File: src/rtl/fs_strobe_monitor_if.sv
// Observation bus for fs_strobe_monitor: per-channel valid, DUT data, golden data and X-mask.
// The test wrapper drives the master side and the monitor samples the slave side.
interface fs_strobe_monitor_if #(
  parameter int unsigned NUM_CH = 4,
  parameter int unsigned DATA_W = 32
);
  logic [NUM_CH-1:0]        obs_valid_i;
  logic [NUM_CH*DATA_W-1:0] obs_data_i;
  logic [NUM_CH*DATA_W-1:0] gold_data_i;
  logic [NUM_CH*DATA_W-1:0] obs_xmask_i;

  modport master (
    output obs_valid_i,
    output obs_data_i,
    output gold_data_i,
    output obs_xmask_i
  );

  modport slave (
    input obs_valid_i,
    input obs_data_i,
    input gold_data_i,
    input obs_xmask_i
  );
endinterface

File: src/rtl/fs_strobe_monitor.sv
// Fault-simulation strobe monitor: waits a programmable delay after start, pulses inject,
// then compares NUM_CH observed channels against golden values every STROBE_PERIOD cycles,
// tracking sticky definite (detect) and potential (X-masked) mismatches per channel.
// Optional per-channel MISR signatures are built when FS_STROBE_MISR_EN is defined;
// otherwise sig_o is tied to zero.
module fs_strobe_monitor #(
  parameter int unsigned NUM_CH        = 4,
  parameter int unsigned DATA_W        = 32,
  parameter int unsigned INJ_DELAY     = 8,
  parameter int unsigned STROBE_PERIOD = 1
) (
  input  logic                     clk_i,
  input  logic                     rst_i,
  input  logic                     start_i,
  input  logic                     stop_i,
  fs_strobe_monitor_if.slave       obs,
  output logic                     inject_o,
  output logic [NUM_CH-1:0]        detect_o,
  output logic [NUM_CH-1:0]        potential_o,
  output logic                     all_detected_o,
  output logic                     done_o,
  output logic [15:0]              mism_cnt_o,
  output logic [NUM_CH*DATA_W-1:0] sig_o
);

  typedef enum logic [2:0] {StIdle, StWaitInj, StInject, StStrobe, StDone} state_e;

  state_e            state_q, state_d;
  logic [7:0]        dly_q, dly_d;
  logic [7:0]        per_q, per_d;
  logic [NUM_CH-1:0] det_q, det_d;
  logic [NUM_CH-1:0] pot_q, pot_d;
  logic [15:0]       cnt_q, cnt_d;
  logic              tick;
  logic              clear_sig;
  logic [NUM_CH-1:0] def_hit;
  logic [NUM_CH-1:0] pot_hit;
  logic [4:0]        n_def;
  logic [16:0]       cnt_sum;

  assign tick = (state_q == StStrobe) && (per_q == 8'd0);

  // Control FSM: delay countdown, inject pulse, strobe period counter, exit conditions.
  always_comb begin
    state_d   = state_q;
    dly_d     = dly_q;
    per_d     = per_q;
    inject_o  = 1'b0;
    clear_sig = 1'b0;
    unique case (state_q)
      StIdle: begin
        if (start_i) begin
          clear_sig = 1'b1;
          dly_d     = 8'(INJ_DELAY);
          if (INJ_DELAY == 0) state_d = StInject;
          else                state_d = StWaitInj;
        end
      end
      StWaitInj: begin
        if (stop_i) begin
          state_d = StDone;
        end else if (dly_q <= 8'd1) begin
          // The decrement that reaches zero hands over to the inject cycle.
          dly_d   = 8'd0;
          state_d = StInject;
        end else begin
          dly_d = dly_q - 8'd1;
        end
      end
      StInject: begin
        inject_o = 1'b1;
        per_d    = 8'd0;
        state_d  = stop_i ? StDone : StStrobe;
      end
      StStrobe: begin
        per_d = (per_q >= 8'(STROBE_PERIOD - 1)) ? 8'd0 : per_q + 8'd1;
        // Early drop looks at the registered flags, so DONE follows all_detected_o by one edge.
        if (stop_i || all_detected_o) state_d = StDone;
      end
      StDone: begin
        state_d = StDone;
      end
      default: state_d = StIdle;
    endcase
  end

  // Per-channel mismatch classification of the current inputs.
  always_comb begin
    def_hit = '0;
    pot_hit = '0;
    for (int c = 0; c < NUM_CH; c++) begin
      def_hit[c] = |((obs.obs_data_i[c*DATA_W +: DATA_W] ^ obs.gold_data_i[c*DATA_W +: DATA_W])
                     & ~obs.obs_xmask_i[c*DATA_W +: DATA_W]);
      // !== also flags X on masked bits in simulation; synthesis sees a plain inequality.
      pot_hit[c] = (((obs.obs_data_i[c*DATA_W +: DATA_W] ^ obs.gold_data_i[c*DATA_W +: DATA_W])
                     & obs.obs_xmask_i[c*DATA_W +: DATA_W]) !== '0);
    end
  end

  // Sticky flag and saturating mismatch-count update on strobe ticks.
  always_comb begin
    det_d   = det_q;
    pot_d   = pot_q;
    n_def   = '0;
    cnt_sum = '0;
    cnt_d   = cnt_q;
    if (tick) begin
      for (int c = 0; c < NUM_CH; c++) begin
        if (obs.obs_valid_i[c]) begin
          if (def_hit[c]) begin
            det_d[c] = 1'b1;
            pot_d[c] = 1'b0;
            n_def    = n_def + 5'd1;
          end else if (pot_hit[c] && !det_q[c]) begin
            pot_d[c] = 1'b1;
          end
        end
      end
      cnt_sum = {1'b0, cnt_q} + {12'd0, n_def};
      cnt_d   = cnt_sum[16] ? 16'hFFFF : cnt_sum[15:0];
    end
  end

  // State and result registers.
  always_ff @(posedge clk_i) begin
    if (rst_i) begin
      state_q <= StIdle;
      dly_q   <= '0;
      per_q   <= '0;
      det_q   <= '0;
      pot_q   <= '0;
      cnt_q   <= '0;
    end else begin
      state_q <= state_d;
      dly_q   <= dly_d;
      per_q   <= per_d;
      det_q   <= det_d;
      pot_q   <= pot_d;
      cnt_q   <= cnt_d;
    end
  end

  assign detect_o       = det_q;
  assign potential_o    = pot_q;
  assign mism_cnt_o     = cnt_q;
  assign all_detected_o = &det_q;
  assign done_o         = (state_q == StDone);

`ifdef FS_STROBE_MISR_EN
  // Fibonacci tap masks (shift-left form) for the supported widths 4, 8, 16, 24, 32.
  localparam logic [31:0] TapsFull = (DATA_W == 4)  ? 32'h0000_000C :
                                     (DATA_W == 8)  ? 32'h0000_00B8 :
                                     (DATA_W == 16) ? 32'h0000_D008 :
                                     (DATA_W == 24) ? 32'h00E1_0000 :
                                                      32'h8020_0003;
  localparam logic [DATA_W-1:0] Taps = TapsFull[DATA_W-1:0];

  logic [NUM_CH*DATA_W-1:0] sig_q, sig_d;

  // MISR next state: clear on test start, compact unmasked data on valid ticks.
  always_comb begin
    sig_d = sig_q;
    if (clear_sig) begin
      sig_d = '0;
    end else if (tick) begin
      for (int c = 0; c < NUM_CH; c++) begin
        if (obs.obs_valid_i[c]) begin
          sig_d[c*DATA_W +: DATA_W] =
              {sig_q[c*DATA_W +: DATA_W-1], ^(sig_q[c*DATA_W +: DATA_W] & Taps)}
              ^ (obs.obs_data_i[c*DATA_W +: DATA_W] & ~obs.obs_xmask_i[c*DATA_W +: DATA_W]);
        end
      end
    end
  end

  // MISR signature registers.
  always_ff @(posedge clk_i) begin
    if (rst_i) sig_q <= '0;
    else       sig_q <= sig_d;
  end

  assign sig_o = sig_q;
`else
  assign sig_o = '0;
`endif

endmodule

File: src/flat_wrapper.sv
// flat-port wrapper written by rule: the top's interface ports become plain ports
module fs_strobe_monitor_flat 
#(
  parameter int unsigned NUM_CH        = 4,
  parameter int unsigned DATA_W        = 32,
  parameter int unsigned INJ_DELAY     = 8,
  parameter int unsigned STROBE_PERIOD = 1
)
  (clk_i, rst_i, start_i, stop_i, inject_o, detect_o, potential_o, all_detected_o, done_o, mism_cnt_o, sig_o, obs_obs_valid_i, obs_obs_data_i, obs_gold_data_i, obs_obs_xmask_i);
  fs_strobe_monitor_if #(.NUM_CH(NUM_CH), .DATA_W(DATA_W)) obs_i ();
  input  logic clk_i;
  input  logic rst_i;
  input  logic start_i;
  input  logic stop_i;
  output logic inject_o;
  output logic [NUM_CH-1:0] detect_o;
  output logic [NUM_CH-1:0] potential_o;
  output logic all_detected_o;
  output logic done_o;
  output logic [15:0] mism_cnt_o;
  output logic [NUM_CH*DATA_W-1:0] sig_o;
  input wire logic [$bits(obs_i.obs_valid_i)-1:0] obs_obs_valid_i;
  input wire logic [$bits(obs_i.obs_data_i)-1:0] obs_obs_data_i;
  input wire logic [$bits(obs_i.gold_data_i)-1:0] obs_gold_data_i;
  input wire logic [$bits(obs_i.obs_xmask_i)-1:0] obs_obs_xmask_i;
  assign obs_i.obs_valid_i = obs_obs_valid_i;
  assign obs_i.obs_data_i = obs_obs_data_i;
  assign obs_i.gold_data_i = obs_gold_data_i;
  assign obs_i.obs_xmask_i = obs_obs_xmask_i;
  fs_strobe_monitor #(.NUM_CH(NUM_CH), .DATA_W(DATA_W), .INJ_DELAY(INJ_DELAY), .STROBE_PERIOD(STROBE_PERIOD)) u_core (.clk_i(clk_i), .rst_i(rst_i), .start_i(start_i), .stop_i(stop_i), .obs(obs_i), .inject_o(inject_o), .detect_o(detect_o), .potential_o(potential_o), .all_detected_o(all_detected_o), .done_o(done_o), .mism_cnt_o(mism_cnt_o), .sig_o(sig_o));
endmodule
File: config.mk
export PLATFORM = sky130hd
export DESIGN_NAME = fs_strobe_monitor_flat
export DESIGN_NICKNAME = d
export VERILOG_FILES = /design/src/rtl/fs_strobe_monitor_if.sv /design/src/rtl/fs_strobe_monitor.sv /design/src/flat_wrapper.sv
export SDC_FILE = /design/constraint.sdc
export NUM_CORES = 1
export LEC_CHECK = 0
export BUFFER_PORTS_ARGS = -buffer_cell sky130_fd_sc_hd__buf_4
export CELL_PAD_IN_SITES_DETAIL_PLACEMENT = 1
export CELL_PAD_IN_SITES_GLOBAL_PLACEMENT = 1
export CORE_AREA = 8 8 207 209
export CTS_CLUSTER_DIAMETER = 60
export CTS_CLUSTER_SIZE = 20
export DETAILED_ROUTE_END_ITERATION = 16
export DIE_AREA = 0 0 215 217
export PLACE_DENSITY_LB_ADDON = 0.1
export SYNTH_ARGS = -nofsm -noshare
export SYNTH_HDL_FRONTEND = slang
export SYNTH_SLANG_ARGS = --single-unit
File: constraint.sdc
create_clock -name clk_i -period 5.4 [get_ports clk_i]
set_input_delay 0.27 -clock clk_i [delete_from_list [all_inputs] [get_ports clk_i]]
set_output_delay 0.27 -clock clk_i [all_outputs]
set_load 0.005 [all_outputs]
==> metrics.cfg, run 1 <==
[timing]
finalHoldViolCount=0
finalSetupViolCount=0
rsz0062_at_grt=no
fin_crit_sh_pct=83.9
slew_violations=0
layout_min_cycle_time_ns=4.53
fin_tns_setup_ns=0
fin_ws_ns=0.868
slew_headroom_pct=63.7
fin_skew_ns=0.00510
tightest_slew_ns=0.539
fmax_mhz=221

[layout]
final_net_count=1617
postLayoutCoreUtil_pct=23.0
antenna_cells=0
drive_gt1_share_pct=36.9
area_delta_synth_final_pct=62.2

[place]
post-place-ws_ns=0.481
hpwlAfterDp_microns=30900
numPortBuffers=418
place_congestion=0.769

[route]
vias=6480
wl_microns=33200
wire_per_inst_microns=19.1
drc=0
drt_first_pass_iters=4
first_iter_violations=158
ant_nets=0
vias_per_cell=3.72

[synth]
avgSynthCellArea_sq_um=7.06
synth_top_area_cell=xnor2_1
synthFlopType=dfxtp_1
yosysSeqAreaShare_pct=12.5
synthTopCellsByArea=xnor2_1 22%, buf_4 17%, o22ai_1 14%
synthTopCellsByCount=148 x inv_1, 142 x xnor2_1, 128 x buf_4, 128 x o22ai_1, 45 x nor2_1
synthesis.area_sq_mm=0.00561
synth_edf_count=0
syn_inst=794
synth.distinct_cells=54
ys_warn_count=0
synth.top_cell.area_share_pct=22.2
synth_seq_cells=35
yosysMostFrequentCell=inv_1
ys_async_sr_fraction_pct=0

[power]
ir_drop_mv=0.0856
powerDensity_mw_per_mm2=151
power.internal_mw=0.891
netSwitchingFraction_pct=35.2
leakagePower_nw=4.43
switching_power_mw=0.485
p_clk_share_pct=25.3
p_comb_share_pct=52.4
seq_power_share_pct=22.3

[clock_network]
path_clk_slew_ns=0.06
clock_path_buffers=2
ctsResizeCount=0
clk_latency_ns=0.29
post_cts_buffers=0
cts_buffers=5
cts-root-buf=clkbuf_16
cts_tree=built
htree_levels=2
numClockSinks=35
holdBufCountCts=0

[min_path]
min_path_type=input port to flop
holdPathStages=2

[floorplanning]
die_area_sq_mm=0.0467
core.rowCount=73
dieHeight_microns=217
initial_core_util_pct=14.2
coreArea_sq_mm=0.0395
io_pins=547
die_x_microns=215

[grt]
grtUsageMet2_pct=25.5
grt_util_met1_pct=14.5
grt_max_degree=30
met3_usage_pct=4.52
antenna_found_initial=0
grt_pass1_vias=7271
grt_pass1_wl_microns=47900
gr-max-usage-layer=met2
grt_overflow=0
grt_usage_pct=13.4

[outcome]
status=finished, final reports clean

[critical_path]
path_buf_inv=1
slowest_delay_ns=0.45
crit_top_cell=ha_1
critical_path_cell_count=20
startpoint_type=input port
critPathRequiredTime_ns=5.62
end_kind=flop
cp_cell_sequence=buf_4 > xnor2_1 > o22ai_1 > nor4_1 > nand4_1 > ha_1 > nand2_1 > o21ai_1 > ha_1 > mux2_4 > ha_1 > mux2i_1 > fa_1 > nor2b_1 > o21ai_1 > a211oi_2 > and2b_1 > nand4_1 > xor2_1 > a21oi_1
cp_top_family=adder cells
reg2reg_depth=10
critPathSlowestCell=nor4_1
crit_arrival_ns=4.75
crit_fanout=5
critPathKind=input port to flop

[job]
drv_cap=0

[cells by family after synthesis]
group,share of synthesized area (%)
AOI/OAI and AO/OA,20.5
DFF,12.5
muxes,1.00
adders and majority gates,2.37
and+or+nand+nor,12.9
xor gates and xnor gates,23.1
buffers and inverters,27.5
other,0.0669
[worst register-to-register path, cell delays in order, from the launching register on]
cell and delay (ns):
dfxtp_1 0.38, ha_1 0.21, inv_1 0.07, fa_1 0.42, nor2b_1 0.13, o21ai_1 0.09, a211oi_2 0.34, and2b_1 0.25
nand4_1 0.13, xor2_1 0.16, a21oi_1 0.14
[cell usage in the layout (no fill, tap or decap), types with 2 or more instances in the layout]
master and n:
o21ba_2 2, a21oi_1 19, o2111ai_1 4, inv_1 148, nor2b_1 2, dfxtp_1 35, xor2_1 6, nand3_1 7
xnor2_1 142, o21ai_0 4, nor3_2 3, ha_1 9, nand2_1 21, a221oi_1 2, mux2i_1 3, o21ai_1 7
o22ai_1 128, nor3_1 6, nor2_1 45, nand4_1 6, conb_1 128, nor4_1 23, clkbuf_16 5, buf_4 421
a31oi_1 2, a211oi_1 6, nor4_2 2
[registers in the layout, indices dropped and copies added (netlist names)]
register,flops
u_core.potential_o,4
u_core.mism_cnt_o,16
u_core.detect_o,4
u_core.state_q,3
u_core.dly_q,8
[stage by stage]
stage / cell area (sq um) / std cells / hold slack, ns / total power, mW
2_1_floorplan: 6080 / 921 / 0.349 / 0.733
5_1_grt: 9090 / 1741 / 0.192 / 1.49
3_5_place_dp: 8920 / 1733 / 0.453 / 1.04
6_report: 9090 / 1741 / 0.193 / 1.38
3_3_place_gp: 8920 / 1733 / 0.443 / 1.04
4_1_cts: 9090 / 1741 / 0.176 / 1.40
[power groups by stage]
stage	Clock, mW	Sequential (mW)	Combinational [mW]
2_1_floorplan	0	0.302	0.431
3_3_place_gp	0	0.313	0.726
3_5_place_dp	0	0.313	0.728
4_1_cts	0.365	0.307	0.732
5_1_grt	0.375	0.310	0.800
6_report	0.348	0.307	0.721
[path summary, 6_finish.rpt]
kind	startpoint	end	slack (ns)
setup / recovery	obs_gold_data_i[40]	u_core.mism_cnt_o[10]	0.87
setup reg to reg	u_core.mism_cnt_o[0]	u_core.mism_cnt_o[10]	3.01
hold reg to reg	u_core.potential_o[1]	u_core.potential_o[1]	0.46
hold / removal	stop_i	u_core.state_q[1]	0.19
[layer usage]
metal,part of all wire (%),vias up
met4,0.73,0
met5,0,-
met1,39,2919
met3,7.8,6
li1,-,3272
met2,52,283
[cell type report]
| cell class | count | area [sq um] |
|---|---|---|
| clock buffers | 6 | 139 |
| clock inverters | 2 | 35.0 |
| fillers | 4929 | 30400 |
| inverters | 149 | 559 |
| multi-input cells | 603 | 3840 |
| flip-flops and latches | 35 | 701 |
| well taps | 525 | 657 |
| repair buffers | 421 | 3160 |
Note: power is estimated with default switching activity, not from simulation.
==> inputs of run 2 (changes only) <==
--- a/config.mk
+++ b/config.mk
@@ -8,11 +8,11 @@
 export BUFFER_PORTS_ARGS = -buffer_cell sky130_fd_sc_hd__buf_4
 export CELL_PAD_IN_SITES_DETAIL_PLACEMENT = 1
 export CELL_PAD_IN_SITES_GLOBAL_PLACEMENT = 1
-export CORE_AREA = 8 8 207 209
+export CORE_AREA = 8 8 205 207
 export CTS_CLUSTER_DIAMETER = 60
 export CTS_CLUSTER_SIZE = 20
 export DETAILED_ROUTE_END_ITERATION = 16
-export DIE_AREA = 0 0 215 217
+export DIE_AREA = 0 0 213 215
 export PLACE_DENSITY_LB_ADDON = 0.1
 export SYNTH_ARGS = -nofsm -noshare
 export SYNTH_HDL_FRONTEND = slang
==> constraint.sdc (replaced) <==
create_clock -name clk_i -period 4.08 [get_ports clk_i]
set_input_delay 0.204 -clock clk_i [delete_from_list [all_inputs] [get_ports clk_i]]
set_output_delay 0.204 -clock clk_i [all_outputs]
set_load 0.005 [all_outputs]
==> metrics.cfg, run 2 (synthesized netlist as in run 1, its figures left out) <==
[timing]
hold_ws_ns=0.136
finalSetupViolCount=0
fin_tns_setup_ns=0
layout_min_cycle_time_ns=3.80
slew_violations=0
fin_crit_sh_pct=93.1
fin_ws_ns=0.281
fin_skew_ns=0.00649
slew_headroom_pct=28.5
finalHoldViolCount=0
tightest_slew_ns=1.06
fmax_mhz=263

[min_path]
holdPathStages=2
min_from=stop_i
min_to=u_core.state_q[1]
min_path_type=input port to flop

[clock_network]
cts_buffers=5
holdBufCountCts=0
htree_levels=2
clock_path_buffers=2
clk_latency_ns=0.28
cts-root-buf=clkbuf_16
path_clk_slew_ns=0.06
numClockSinks=35
cts_tree=built

[grt]
grt_pass1_wl_microns=47500
grt_max_degree=30
grt_pass1_vias=7664
grt_usage_pct=13.5
antenna_found_initial=1
grt_overflow=0

[floorplanning]
die_area_sq_mm=0.0458
io_pins=547
die_x_microns=213
initial_core_util_pct=14.4
core.rowCount=73
coreArea_sq_mm=0.0390
dieHeight_microns=215

[place]
numPortBuffers=418
hpwlAfterDp_microns=30900
post-place-ws_ns=-0.512
place_congestion=0.791

[route]
vias_per_cell=3.77
first_iter_violations=173
drc=0
wire_per_inst_microns=18.4
vias=6824
ant_nets=0
wl_microns=33300
drt_first_pass_iters=4

[critical_path]
timing.rr.start=u_core.mism_cnt_o[0]
end_kind=flop
crit_arrival_ns=3.95
r2r_end=u_core.mism_cnt_o[10]
rrSetupSlack_ns=1.93
startpoint_type=input port
reg2reg_depth=10
critPathKind=input port to flop
critPathRequiredTime_ns=4.23
crit_fanout=6

[power]
ir_drop_mv=0.144
p_total_mw=1.97
leakagePower_nw=5.09
powerDensity_mw_per_mm2=193

[job]
drv_cap=0

[layout]
final_common_cell=buf_4
largest_reg_flops=16
final_cell_mix=490 x buf_4, 146 x inv_1, 128 x conb_1, 123 x o22ai_1, 91 x xnor2_1
area_delta_synth_final_pct=82.5
final_net_count=1687
drive_gt1_share_pct=46.1

[outcome]
status=finished, final reports clean

==> run 2: cell count changes in the layout (fill, tap and decap cells not counted), moves of 5 or more <==
cell     change
buf_4       +69
nor2_1       -5
nor2_2       +5
o22ai_1      -5
o22ai_2      +5
xnor2_1     -51
xnor2_2     +41
xnor2_4     +10
==> run 2: through the flow <==
| step | instances | area (sq um) | utilization [%] |
|---|---|---|---|
| after floorplan | 921 | 6080 | - |
| after global placement | 1802 | 9440 | 24.2 |
| after detailed placement | 1802 | 9440 | 24.2 |
| after CTS | 1811 | 9770 | 25.1 |
| after global routing | 1812 | 10200 | 26.2 |
| final | 1812 | 10200 | 26.2 |
==> run 2: area by class of cell <==
class / count / area (sq um)
Fill cell: 4842 / 28800
Multi-Input combinational cell: 603 / 4460
Timing Repair Buffer: 491 / 3690
Sequential cell: 35 / 701
Tap cell: 525 / 657
Inverter: 149 / 559
Clock buffer: 5 / 125
Clock inverter: 3 / 43.8
Antenna cell: 1 / 2.50
==> run 2: power breakdown <==
part / internal, mW / switching (mW) / total, mW
logic: 0.632 / 0.497 / 1.13
registers: 0.368 / 0.0378 / 0.406
clock network: 0.288 / 0.151 / 0.439
total: 1.29 / 0.686 / 1.97
==> run 2: timing repair <==
action / in CTS / in global routing
cloned: 0 / 0
setup endpoints to repair: 10 / 13
gates resized for setup: 23 / 65
pin swaps: 12 / 28
setup buffers: 2 / 2
==> run 2: layer usage <==
layer  track usage, %  vias to the layer above  wire length (microns)
met4             1.86                        0                    418
met2             26.0                      292                  17500
met1             14.0                     3107                  12200
li1                 -                     3411                      -
met3             4.58                       14                   3280
met5                0                        -                      0
==> run 2: worst max-delay path by stage <==
stage | to | depth (start not counted) | startpoint | slack, ns
floorplan | u_core.mism_cnt_o[10] | 21 | obs_gold_data_i[23] | 0.20
global placement | u_core.mism_cnt_o[15] | 20 | obs_gold_data_i[40] | -0.41
CTS | u_core.mism_cnt_o[15] | 20 | obs_gold_data_i[46] | 0.006
finish | u_core.mism_cnt_o[15] | 20 | obs_gold_data_i[42] | 0.28
detailed placement | u_core.mism_cnt_o[7] | 20 | obs_gold_data_i[42] | -0.51
global route | u_core.mism_cnt_o[10] | 22 | obs_gold_data_i[42] | -0.004
==> run 2: worst max-delay path, cell delays in order <==
cell	delay, ns
buf_4	0.13
xnor2_4	0.17
o22ai_2	0.12
nor4_4	0.32
nand4_1	0.25
ha_4	0.34
nand2_1	0.05
o21ai_2	0.07
ha_1	0.26
mux2_4	0.30
ha_4	0.24
mux2_2	0.27
ha_1	0.28
a21o_1	0.13
a21oi_2	0.06
o21ai_1	0.14
nand3_2	0.20
nor3_2	0.20
xnor2_1	0.14
a21oi_1	0.09
==> inputs of run 3 (changes only) <==
--- a/config.mk
+++ b/config.mk
@@ -14,6 +14,7 @@
 export DETAILED_ROUTE_END_ITERATION = 16
 export DIE_AREA = 0 0 213 215
 export PLACE_DENSITY_LB_ADDON = 0.1
+export RECOVER_POWER = 100
 export SYNTH_ARGS = -nofsm -noshare
 export SYNTH_HDL_FRONTEND = slang
 export SYNTH_SLANG_ARGS = --single-unit
==> metrics.cfg, run 3 (synthesized netlist as in run 1, its figures left out) <==
[clock_network]
path_clk_slew_ns=0.06
clock_path_buffers=2
cts_tree=built
htree_levels=2
holdBufCountCts=0
cts-root-buf=clkbuf_16
clk_latency_ns=0.28
numClockSinks=35
cts_buffers=5

[floorplanning]
dieHeight_microns=215
initial_core_util_pct=14.4
die_x_microns=213
die_area_sq_mm=0.0458
io_pins=547
core.rowCount=73
coreArea_sq_mm=0.0390

[layout]
drive_gt1_share_pct=43.8
final_common_cell=buf_4
stdcell_count=1812
largest_reg_flops=16
final_cell_area_sq_mm=0.0101
final_net_count=1687
area_delta_synth_final_pct=80.3
final_cell_mix=462 x buf_4, 147 x inv_1, 128 x conb_1, 123 x o22ai_1, 91 x xnor2_1

[outcome]
status=finished, final reports clean

[grt]
grt_pass1_wl_microns=47500
grt_pass1_vias=7664
antenna_found_initial=1
grt_max_degree=30
grt_overflow=0
grt_usage_pct=13.5

[place]
dp_cells=1802
numPortBuffers=418
hpwlAfterDp_microns=30900
placed_cell_area_sq_mm=0.00944
place_congestion=0.791

[power]
ir_drop_mv=0.145
leakagePower_nw=4.98
powerDensity_mw_per_mm2=192

[route]
ant_nets=0
wl_microns=33400
first_iter_violations=181
vias_per_cell=3.77
wire_per_inst_microns=18.4
drc=0
drt_first_pass_iters=4
vias=6838

[critical_path]
critPathRequiredTime_ns=4.29
end_kind=flop
crit_arrival_ns=4.03
critPathKind=input port to flop
crit_fanout=6
startpoint_type=input port

[timing]
slew_violations=0
finalSetupViolCount=0
layout_min_cycle_time_ns=3.82
fin_skew_ns=0.00792
fmax_mhz=262
fin_crit_sh_pct=93.6
finalHoldViolCount=0
fin_tns_setup_ns=0
tightest_slew_ns=1.05
slew_headroom_pct=29.4

[min_path]
min_path_type=input port to flop

[job]
drv_cap=0

==> run 3: cell count changes in the layout (fill, tap and decap cells not counted), moves of 2 or more <==
cell      before  now
o21ai_1        6    3
clkbuf_1       0   22
o21ai_0        3    6
nor4_1        21   23
buf_4        490  462
clkbuf_4       0    6
==> run 3: worst paths after layout <==
| path | start | end | slack (ns) | cells past startpoint |
|---|---|---|---|---|
| worst max-delay path | obs_gold_data_i[42] | u_core.mism_cnt_o[5] | 0.26 | 20 |
| worst min-delay path | stop_i | u_core.state_q[1] | 0.13 | 2 |
| worst max register to register | u_core.state_q[1] | u_core.potential_o[0] | 1.48 | 5 |
| worst min register to register | u_core.potential_o[1] | u_core.potential_o[1] | 0.45 | 2 |
==> run 3: through the flow <==
step / setup slack (ns) / power (mW) / hold WS (ns) / util (%)
after detailed placement: -0.512 / 1.47 / 0.427 / 24.2
after global routing: -0.00396 / 2.10 / 0.130 / 25.9
after global placement: -0.411 / 1.46 / 0.419 / 24.2
after CTS: 0.00578 / 1.95 / 0.124 / 25.1
final: 0.262 / 1.95 / 0.134 / 25.9
after floorplan: 0.196 / 0.971 / 0.283 / -
==> run 3: repair_timing <==
action	in CTS	in global routing
buffers inserted	2	2
resized for setup	23	65
endpoints found under the setup margin	10	13
pin swaps	12	28
hold endpoints to repair	0	0
==> run 3: critical path, stage by stage <==
cell	delay (ns)
buf_4	0.13
xnor2_4	0.17
o22ai_2	0.12
nor4_4	0.32
nand4_1	0.25
ha_4	0.34
nand2_1	0.05
o21ai_2	0.07
ha_1	0.26
mux2_4	0.30
ha_4	0.24
mux2_2	0.27
ha_1	0.28
a21o_1	0.13
a21oi_2	0.06
o21ai_1	0.14
nand3_2	0.18
clkbuf_4	0.25
xor2_1	0.13
a21oi_1	0.14
==> run 3: layer usage <==
layer	track usage [%]	up-vias	wire, microns
met3	4.58	14	3290
met1	14.0	3119	12200
met2	26.0	294	17500
met4	1.86	0	418
li1	-	3411	-
met5	0	-	0
==> run 3: area by class of cell <==
type                            instances  area (sq um)
Fill cell                            4855         28900
Multi-Input combinational cell        603          4420
Timing Repair Buffer                  491          3600
Sequential cell                        35           701
Tap cell                              525           657
Inverter                              149           559
Clock buffer                            5           125
Clock inverter                          3          43.8
Antenna cell                            1          2.50
==> run 3: power by group <==
group	internal, mW	switching (mW)
registers	0.368	0.0346
logic	0.614	0.489
clock network	0.288	0.152
